<file path="config.mk">
export PLATFORM = sky130hd
export DESIGN_NAME = det_share_ctrl
export DESIGN_NICKNAME = d
export VERILOG_FILES = /design/src/rtl/det_share_ctrl.sv
export SDC_FILE = /design/constraint.sdc
export NUM_CORES = 1
export LEC_CHECK = 0
export BUFFER_PORTS_ARGS = -buffer_cell sky130_fd_sc_hd__buf_4
export CORE_ASPECT_RATIO = 1.2
export CORE_MARGIN = 2
export CORE_UTILIZATION = 51
export CTS_CLUSTER_DIAMETER = 60
export CTS_CLUSTER_SIZE = 40
export DETAILED_ROUTE_END_ITERATION = 16
export GPL_TIMING_DRIVEN = 0
export PLACE_DENSITY = 0.76
export SKIP_LAST_GASP = 1
export SLEW_MARGIN = 20
export SYNTH_ARGS = -nofsm -noshare
export SYNTH_HDL_FRONTEND = slang
export SYNTH_SLANG_ARGS = --single-unit
</file>
<file path="constraint.sdc">
create_clock -name clk -period 3.1 [get_ports clk]
set_clock_uncertainty 0.05 [all_clocks]
set_input_delay 0.31 -clock clk [delete_from_list [all_inputs] [get_ports clk]]
set_output_delay 0.31 -clock clk [all_outputs]
set_load 0.005 [all_outputs]
</file>
<file path="src/rtl/det_share_ctrl.sv">
// det_share_ctrl
// Time-shares one external serial Mealy detector among four requesters.
// A requester's word is granted round-robin. The controller clears the
// detector and streams the word into it MSB first. It collects the
// detector's registered z answer for every bit. Then it hands the collected
// word back with a one-cycle ack.
//
// Ports
//   clk        clock, rising edge
//   reset_n    asynchronous active-low reset
//   req        [3:0] level requests, held until the matching ack
//   req_data   [4*WIDTH-1:0] one word per requester, requester i at [i*WIDTH +: WIDTH]
//   ack        [3:0] one-hot completion pulse, one cycle, in DONE only
//   result     [WIDTH-1:0] collected z word, valid with ack, held otherwise
//   gnt_id     [1:0] requester currently being served
//   busy       high whenever the controller is not IDLE
//   det_x      registered serial bit to the detector
//   det_rst_n  registered active-low clear to the detector
//   det_z      registered z output of the detector
module det_share_ctrl #(
    parameter int WIDTH = 8
) (
    input  logic                 clk,
    input  logic                 reset_n,
    input  logic [3:0]           req,
    input  logic [4*WIDTH-1:0]   req_data,
    output logic [3:0]           ack,
    output logic [WIDTH-1:0]     result,
    output logic [1:0]           gnt_id,
    output logic                 busy,
    output logic                 det_x,
    output logic                 det_rst_n,
    input  logic                 det_z
);

    localparam int CNT_W = (WIDTH > 2) ? $clog2(WIDTH) : 1;
    localparam logic [CNT_W-1:0] LAST_BIT = CNT_W'(WIDTH - 1);

    typedef enum logic [2:0] {
        IDLE,
        CLEAR,
        SHIFT,
        DRAIN,
        DONE
    } state_t;

    state_t             state_reg;
    state_t             state_next;
    logic [1:0]         rr_ptr_reg;
    logic [1:0]         gnt_id_reg;
    logic [WIDTH-1:0]   word_reg;
    logic [CNT_W-1:0]   bit_cnt_reg;
    logic [WIDTH-2:0]   z_sh_reg;
    logic [WIDTH-1:0]   result_reg;
    logic               det_x_reg;
    logic               det_rst_n_reg;

    // Unflattened request words.
    logic [WIDTH-1:0]   words [4];

    // Round-robin pick.
    logic               pick_valid;
    logic [1:0]         pick_id;
    logic [1:0]         cand;

    // The z answers collected so far plus the one arriving this cycle.
    logic [WIDTH-1:0]   z_cat;

    genvar gi;
    generate
        for (gi = 0; gi < 4; gi++) begin : g_req
            assign words[gi] = req_data[gi*WIDTH +: WIDTH];
            assign ack[gi]   = (state_reg == DONE) && (gnt_id_reg == 2'(gi));
        end
    endgenerate

    // Scan from farthest to nearest so the first set bit at or after
    // rr_ptr is the last one written.
    always_comb begin
        pick_valid = 1'b0;
        pick_id    = rr_ptr_reg;
        cand       = '0;
        for (int i = 3; i >= 0; i--) begin
            cand = rr_ptr_reg + 2'(i);
            if (req[cand]) begin
                pick_valid = 1'b1;
                pick_id    = cand;
            end
        end
    end

    always_comb begin
        state_next = state_reg;
        case (state_reg)
            IDLE:    if (pick_valid) state_next = CLEAR;
            CLEAR:   state_next = SHIFT;
            SHIFT:   if (bit_cnt_reg == LAST_BIT) state_next = DRAIN;
            DRAIN:   state_next = DONE;
            DONE:    state_next = IDLE;
            default: state_next = IDLE;
        endcase
    end

    assign z_cat = {z_sh_reg, det_z};

    always_ff @(posedge clk or negedge reset_n) begin
        if (!reset_n) begin
            state_reg     <= IDLE;
            rr_ptr_reg    <= '0;
            gnt_id_reg    <= '0;
            word_reg      <= '0;
            bit_cnt_reg   <= '0;
            z_sh_reg      <= '0;
            result_reg    <= '0;
            det_x_reg     <= 1'b0;
            det_rst_n_reg <= 1'b0;
        end else begin
            state_reg <= state_next;

            // Both detector-facing outputs are computed from the next state.
            // This makes the registered values line up with the state they
            // belong to.
            det_rst_n_reg <= (state_next != CLEAR);

            if (state_reg == IDLE && pick_valid) begin
                word_reg   <= words[pick_id];
                gnt_id_reg <= pick_id;
            end else if (state_next == SHIFT) begin
                word_reg <= {word_reg[WIDTH-2:0], 1'b0};
            end

            if (state_next == SHIFT) begin
                det_x_reg <= word_reg[WIDTH-1];
            end else begin
                det_x_reg <= 1'b0;
            end

            // Bit counter saturates at the last bit; cleared outside SHIFT.
            if (state_reg == SHIFT) begin
                if (bit_cnt_reg != LAST_BIT) begin
                    bit_cnt_reg <= bit_cnt_reg + 1'b1;
                end
            end else begin
                bit_cnt_reg <= '0;
            end

            // det_z lags det_x by one cycle. In the first SHIFT cycle no
            // answer is pending yet. The last answer arrives in DRAIN.
            if (state_reg == SHIFT && bit_cnt_reg != '0) begin
                z_sh_reg <= z_cat[WIDTH-2:0];
            end
            if (state_reg == DRAIN) begin
                result_reg <= z_cat;
            end

            if (state_reg == DONE) begin
                rr_ptr_reg <= gnt_id_reg + 2'd1;
            end
        end
    end

    assign result    = result_reg;
    assign gnt_id    = gnt_id_reg;
    assign busy      = (state_reg != IDLE);
    assign det_x     = det_x_reg;
    assign det_rst_n = det_rst_n_reg;

endmodule

</file>
Word-level counts from Yosys, hierarchy flattened
Cells that the tools add are included.
Cells by class
  reductions and logical operators: 11
  bitwise logic cells: 1
  order comparisons: 5
  add/sub/neg operators: 5
  muxes and demuxes: 27
  equality and inequality tests: 12
Operators with widths (count)
  $mux W8: 4
  $bmux W8 S2: 1
  $lt A2 B3 Y1 const B: 4
  $mux W3: 4
  $pmux W3 S4: 1
  $eq A3 B2 Y1 const B: 3
  $mux W1: 9
  $bmux W1 S2: 4
  $mux W2: 4
  $eq A3 B3 Y1 const B: 2
  $logic_and A1 B1 Y1: 6
  $reduce_bool A3 Y1: 2
  $add A2 B1 Y2 const B: 2
  $add A2 B2 Y2 const B: 2
  $eq A2 B2 Y1 const B: 2
  $add A3 B1 Y3 const B: 1
  $eq A3 B1 Y1 const B: 1
  $ge A3 B3 Y1 const B: 1
  $logic_not A3 Y1: 1
  $ne A3 B1 Y1 const B: 1
  $ne A3 B3 Y1 const B: 1
  $not A2 Y3: 1
  $eq A2 B1 Y1 const B: 1
  $logic_not A2 Y1: 1
  other kinds (2): 2
Word-level totals
  logic and storage cells: 70
  output and inout bits: 17
  register bits after elaboration: 35
  input port bits: 39

Logic depth before layout (Yosys ltp)
Gate-level depths: netlist (run 1).
  depth in word-level cells: 12
  gate-level depth with buffers: 7
  mapped depth without buffers: 7

Worst setup path after synthesis (run 1)
Ideal clock, no wire load.
  path type: register -> register
  from: reg bit_cnt_reg[0]
  to: reg word_reg[2]
  required time: 2.924 ns
  stages on the path, launching flop included: 8
  period minus slack after synthesis: 2.230 ns
  path buffers: 0
  library setup time: 0.126 ns
  slack: 0.870 ns
  arrival: 2.054 ns
  path through: dfrtp_1 ha_1 ha_1 or3b_4 a21oi_4 inv_2 o221a_1 a221o_1
On the way
  cells in the longest elaborated chain, start to end: 5
Ends and longest elaborated chain
  from (decl): RTL line 52  | logic [CNT_W-1:0] bit_cnt_reg;
  from (signal assigned): RTL line 141  | bit_cnt_reg <= bit_cnt_reg + 1'b1;
  $eq A3 B3 Y1: RTL line 97  | SHIFT: if (bit_cnt_reg == LAST_BIT) state_next = DRAIN;
  $mux W3: RTL line 97
  $pmux W3 S4: RTL line 94  | case (state_reg)
  $eq A3 B2 Y1: RTL line 128  | end else if (state_next == SHIFT) begin
  $reduce_bool A2 Y1 (no source line)
  to (signal assigned): RTL line 126  | word_reg <= words[pick_id];
  to (signal assigned): RTL line 129  | word_reg <= {word_reg[WIDTH-2:0], 1'b0};
  to (decl): RTL line 51  | logic [WIDTH-1:0] word_reg;
Every way passes these cells.
A chain may end at the register's enable or synchronous reset.

Worst setup path in the final report (run 1)
  from: reg bit_cnt_reg[0]
  to: reg word_reg[7]
Same word-level chain as after synthesis.

==> flow_summary_export.csv, run 1 <==
group,metric,value,unit
timing,worst_pin_slew,644,ps
routing,antenna_left,0,
routing,dr_wl_met2,2.12,mm
setup_path,cp.depth,7,
routing,met3_length,220,um
cells_and_area,mostFrequentLayoutCell,"buf_4",
routing,wl,3.95,mm
cells_and_area,area_delta_synth_final,30.2,%
floorplan,io_pins,56,
clocking,cts_resized,0,
setup_path,reg2reg_slack,690,ps
run,maxCapViolCount,0,
routing,routed.top_layer,"met4",
power,ir_worst_vdd,525,uV
setup_path,critical_path_class,"reg -> reg",
grt,grt_usage,0.207,
placement,io_buffers,55,
setup_path,worstPathArrival,2520,ps
clocking,ctsHtreeMaxLevel,2,
floorplan,initial_utilization,0.519,
power,power_density,923,mW/mm^2
setup_path,worst-path-buf-inv,1,
logic_synthesis,yosysWarningCount,0,
grt,grt_overflow_total,0,
grt,antenna_found_initial,0,
placement,place_area,0.00232,sq mm
timing,period_share,0.776,
floorplan,die_area,0.00414,sq mm
logic_synthesis,syn-num-nets,214,
routing,met1_length,1.57,mm
setup_path,cp-end-kind,"register",
setup_path,cp_top_family,"compound AO/OA/AOI/OAI gates",
setup_path,reg2reg_depth,7,
clocking,ctsHoldBuffers,1,
setup_path,cp_slowest_cell,"or3b_4",
clocking,clock_path_buffers,2,
timing,min_period,2410,ps
hold_path,hold_class,"in -> reg",
setup_path,cp-startpoint,"bit_cnt_reg[0]",
clocking,clk_pin_slew,80,ps
cells_and_area,nets,277,
timing,slew_viol_final,0,
grt,grt_pass1_vias,1516,
routing,drtIter0Drc,84,
power,power,2230,uW
timing,rsz0062_at_grt,"false",
logic_synthesis,syn_avg_cell_area,11.0,sq um
clocking,cts_tree,"built",
setup_path,cpPeakStageDelay,440,ps
logic_synthesis,netlist_instances,168,
setup_path,crit_top_cell,"ha_1",
power,leakagePower,0.00121,uW
routing,post_drt_via_cell_ratio,5.63,
grt,grt_max_degree,36,
cells_and_area,final_area,0.00241,sq mm
timing,finalSetupViolCount,0,
floorplan,die_x,59.0,um
logic_synthesis,synthDistinctLibCells,35,
clocking,clock_latency,290,ps
clocking,post_cts_buffers,0,
cells_and_area,final_cell_mix,"buf_4 (56), dfrtp_1 (35), nand2_1 (28)",
logic_synthesis,netlist_area,0.00185,sq mm
cells_and_area,drive_gt1_frac,0.371,
placement,place_congestion,0.764,
cells_and_area,multiInputGateArea,908,sq um
logic_synthesis,yosysSeqAreaShare,0.472,
routing,wl_per_cell,14.6,um
placement,dp_hpwl,2.99,mm
floorplan,fp.dieH,70.1,um
clocking,clkSinkCount,35,
setup_path,crit_end,"word_reg[7]",
timing,fin_tns_setup,0,ps
run_status,status,"finished clean",
setup_path,crit_fanout,7,
timing,finalHoldViolations,0,
setup_path,r2r_start,"bit_cnt_reg[0]",
setup_path,start_kind,"register",
floorplan,num_rows,24,
cells_and_area,nFillCells,287,
clocking,cts_root_buf,"clkbuf_8",
setup_path,timing.rr.end,"word_reg[7]",
grt,grt_pass1_wl,6.52,mm
cells_and_area,ff_latch_area,876,sq um
logic_synthesis,synth-seq-cells,35,
clocking,cts_buffers,5,
cells_and_area,antenna_cells,0,
setup_path,worstPathRequired,3220,ps
setup_path,crit_chain,"ha_1, ha_1, or3b_4, a21oi_4, inv_2, o221a_1, a221o_1",
floorplan,coreArea,0.00357,sq mm
timing,max_slew_margin,0.569,
routing,vias,1525,
timing,clock.fmax,415,MHz
routing,firstDrtPassIters,4,
routing,drc,0,
## per-layer routing
layer / track usage / up-vias
li1: - / 719
met1: 0.226 / 753
met2: 0.374 / 47
met3: 0.0593 / 6
met4: 0.0631 / 0
met5: 0 / -
## worst register-to-register path, delay by kind of cell, from the launching register on
family | cells | cell delay (ps)
compound gates | 3 | 830
fa+ha+maj | 2 | 470
simple gates | 1 | 450
flops | 1 | 410
buf+inv | 1 | 70
## synthesized netlist by cell type
cell	instances	area, sq um
dfrtp_1	35	876
nand2_1	28	105
mux2i_1	17	170
mux2_2	14	158
inv_1	8	30.0
ha_1	7	87.6
a222oi_1	6	60.1
and2_1	6	37.5
nor2_1	6	22.5
a21oi_1	3	15.0
a221o_1	3	30.0
nand2b_1	3	18.8
nor2b_1	3	18.8
o22ai_1	3	18.8
buf_2	2	10.0
o21ai_0	2	10.0
o21ai_1	2	10.0
o221a_1	2	22.5
or3_1	2	12.5
a21o_1	1	7.51
a21oi_4	1	16.3
and3_1	1	6.26
buf_4	1	7.51
buf_6	1	11.3
clkbuf_1	1	3.75
clkinv_1	1	3.75
inv_2	1	3.75
mux2_4	1	15.0
nand3b_1	1	7.51
nor3b_1	1	7.51
o21ai_4	1	16.3
o21bai_1	1	7.51
or3b_4	1	11.3
or4_1	1	7.51
xor2_1	1	8.76
## layout make-up
cell class                 count  share of cell area
multi-input combinational    118               0.376
sequential                    35               0.363
timing repair buffer          56               0.175
clock buffer                   5              0.0285
tap                           39              0.0202
inverter                      10              0.0155
buffer                         5              0.0135
clock inverter                 3             0.00829
## how the worst min path moves through the flow
stage                       start             end  depth (start not counted)
after global routing        det_z       result[0]                          3
final                       det_z       result[0]                          3
after global placement    reset_n   rr_ptr_reg[0]                          1
after floorplan           reset_n  bit_cnt_reg[0]                          0
after CTS                   det_z       result[0]                          3
after detailed placement  reset_n   rr_ptr_reg[1]                          1
## cell families (layout without fill, tap and decap cells)
group / Yosys count / after routing / synth area share
flip-flops: 35 / 35 / 0.472
adder cells (fa/ha/maj): 7 / 7 / 0.0472
AO/OA/AOI/OAI: 25 / 25 / 0.115
buffers and inverters: 15 / 79 / 0.0378
XOR/XNOR: 1 / 1 / 0.00472
AND/OR/NAND/NOR: 53 / 53 / 0.138
multiplexers: 32 / 32 / 0.185
## stage by stage
stage / worst slack [ps] / hold WS (ps) / std cells / util
2_1_floorplan: 870 / -35.6 / 168 / -
3_3_place_gp: 729 / 228 / 262 / 0.648
3_5_place_dp: 705 / 237 / 262 / 0.648
4_1_cts: 678 / 186 / 271 / 0.676
5_1_grt: 593 / 198 / 271 / 0.676
6_report: 693 / 184 / 271 / 0.676
## where the power goes
part | internal [uW] | switching (uW) | total (uW) | leakage, uW
clock network | 156 | 167 | 323 | 0.0000402
registers | 679 | 150 | 829 | 0.000421
logic | 572 | 506 | 1080 | 0.000746
total | 1410 | 823 | 2230 | 0.00121
Power figures use the tool's default switching activity.
==> run 2: changes to the inputs <==
--- a/config.mk
+++ b/config.mk
@@ -8,12 +8,12 @@
 export BUFFER_PORTS_ARGS = -buffer_cell sky130_fd_sc_hd__buf_4
 export CORE_ASPECT_RATIO = 1.2
 export CORE_MARGIN = 2
-export CORE_UTILIZATION = 51
+export CORE_UTILIZATION = 46
 export CTS_CLUSTER_DIAMETER = 60
 export CTS_CLUSTER_SIZE = 40
 export DETAILED_ROUTE_END_ITERATION = 16
 export GPL_TIMING_DRIVEN = 0
-export PLACE_DENSITY = 0.76
+export PLACE_DENSITY = 0.72
 export SKIP_LAST_GASP = 1
 export SLEW_MARGIN = 20
 export SYNTH_ARGS = -nofsm -noshare
==> constraint.sdc (replaced) <==
create_clock -name clk -period 2 [get_ports clk]
set_clock_uncertainty 0.05 [all_clocks]
set_input_delay 0.2 -clock clk [delete_from_list [all_inputs] [get_ports clk]]
set_output_delay 0.2 -clock clk [all_outputs]
set_load 0.005 [all_outputs]
==> flow_summary_export.csv, run 2 (synthesis results as in run 1) <==
group,metric,value,unit
clocking,clock_path_buffers,2,
placement,place_area,0.00235,sq mm
floorplan,fp.dieH,73.6,um
setup_path,cpPeakStageDelay,400,ps
grt,grt_pass1_wl,5.84,mm
floorplan,die_area,0.00456,sq mm
floorplan,die_x,62.0,um
clocking,cts_buffers,5,
timing,worst_pin_slew,629,ps
placement,place_congestion,0.731,
cells_and_area,antenna_cells,0,
power,combPwrFrac,0.461,
setup_path,reg2reg_depth,7,
grt,grt_pass1_vias,1358,
timing,min_period,2050,ps
grt,grt_usage,0.174,
clocking,ctsHtreeMaxLevel,2,
cells_and_area,nFillCells,340,
floorplan,num_rows,25,
setup_path,critical_path_class,"reg -> reg",
cells_and_area,ff_latch_area,876,sq um
setup_path,crit_fanout,3,
power,clockPowerShare,0.200,
run_status,violations,"negative setup slack",
timing,max_slew_margin,0.578,
power,switchingPower,1260,uW
cells_and_area,stdcell_count,291,
run,maxCapViolCount,0,
placement,place_inst,277,
setup_path,cp-end-kind,"register",
routing,wl_per_cell,13.1,um
timing,slew_viol_final,0,
cells_and_area,multiInputGateArea,935,sq um
clocking,cts_tree,"built",
cells_and_area,final_area,0.00255,sq mm
cells_and_area,final_cell_mix,"buf_4 (60), dfrtp_1 (35), nand2_1 (28)",
routing,post_drt_via_cell_ratio,5.05,
clocking,cts_root_buf,"clkbuf_8",
timing,fin_ws,-49.7,ps
routing,firstDrtPassIters,4,
floorplan,initial_utilization,0.474,
power,power_density,1480,mW/mm^2
routing,drtIter0Drc,84,
routing,wl,3.81,mm
clocking,clk_pin_slew,80,ps
setup_path,worstPathRequired,2120,ps
placement,io_buffers,55,
power,switching_share,0.335,
power,leakagePower,0.00126,uW
power,intPower,2500,uW
hold_path,hold_depth,3,
floorplan,io_pins,56,
timing,clock.fmax,488,MHz
grt,grt_overflow_total,0,
cells_and_area,drive_gt1_frac,0.409,
cells_and_area,mostFrequentLayoutCell,"buf_4",
setup_path,cp_slowest_cell,"dfrtp_1",
cells_and_area,area_delta_synth_final,37.5,%
routing,vias,1469,
timing,fin_tns_setup,-95.8,ps
cells_and_area,nets,282,
clocking,clkSinkCount,35,
setup_path,crit_chain,"ha_2, ha_4, or3b_4, a21oi_4, inv_2, o221a_1, a221o_1",
placement,dp_hpwl,2.82,mm
timing,hold_ws,59.4,ps
setup_path,worstPathArrival,2170,ps
routing,drc,0,
setup_path,start_kind,"register",
power,ir_worst_vdd,702,uV
grt,antenna_found_initial,0,
power,seqPwrFrac,0.339,
timing,rsz0062_at_grt,"true",
grt,grt_max_degree,36,
hold_path,hold_class,"in -> reg",
routing,antenna_left,0,
floorplan,coreArea,0.00391,sq mm
timing,finalSetupViolCount,2,
timing,finalHoldViolations,0,
clocking,clock_latency,290,ps
timing,period_share,1.02,
run_status,status,"complete, but fails checks",
-- run 2: worst max-delay path: cells and delay by family (launching register included) --
kind	cells	cell delay (ps)
flip-flops	1	400
buffers and inverters	1	60
adder cells (fa/ha/maj)	2	360
AND/OR/NAND/NOR	1	380
AO/OA/AOI/OAI	3	680
-- run 2: final timing paths --
kind	from	end	slack [ps]
min in group asynchronous	reset_n	rr_ptr_reg[1]	360
max	bit_cnt_reg[1]	word_reg[2]	-50
min reg2reg	result[2]	result[2]	430
max reg2reg	bit_cnt_reg[1]	word_reg[2]	-50
max in group asynchronous	reset_n	bit_cnt_reg[2]	1230
min	det_z	result[0]	60
-- run 2: routing by layer --
metal / part of all wire / vias to the layer above / track usage
met4: 0.012 / 0 / 0.0567
met5: 0 / - / 0
met1: 0.44 / 694 / 0.214
li1: - / 731 / -
met3: 0.051 / 6 / 0.0493
met2: 0.49 / 38 / 0.291
-- run 2: area by class of cell --
class,instances,area share
Multi-Input combinational cell,118,0.367
Timing Repair Buffer,61,0.182
Tap cell,54,0.0265
Sequential cell,35,0.343
Clock inverter,3,0.0265
Buffer,5,0.0132
Clock buffer,5,0.0270
Inverter,10,0.0147
-- run 2: power by group through the flow --
stage	clock (uW)	sequential, uW	combinational (uW)
after floorplan	0	1250	1150
after global placement	0	1290	1630
after detailed placement	0	1300	1660
after CTS	764	1280	1720
after global routing	795	1320	1950
final	753	1280	1740
-- run 2: metrics by stage --
step,util,setup WS [ps],total power [uW]
CTS,0.645,-96.2,3770
floorplan,-,-86.3,2400
global placement,0.601,-219,2910
finish,0.652,-49.7,3770
detailed placement,0.601,-231,2960
global route,0.652,-118,4060
-- run 2: repair_timing --
item | 4_1_cts | 5_1_grt
gates cloned | 0 | 0
setup buffers | 3 | 2
hold buffers | 1 | 0
pin swaps | 4 | 4
endpoints found under the setup margin | 8 | 12
endpoints found under the hold margin | 35 | 0
gates resized for setup | 1 | 5
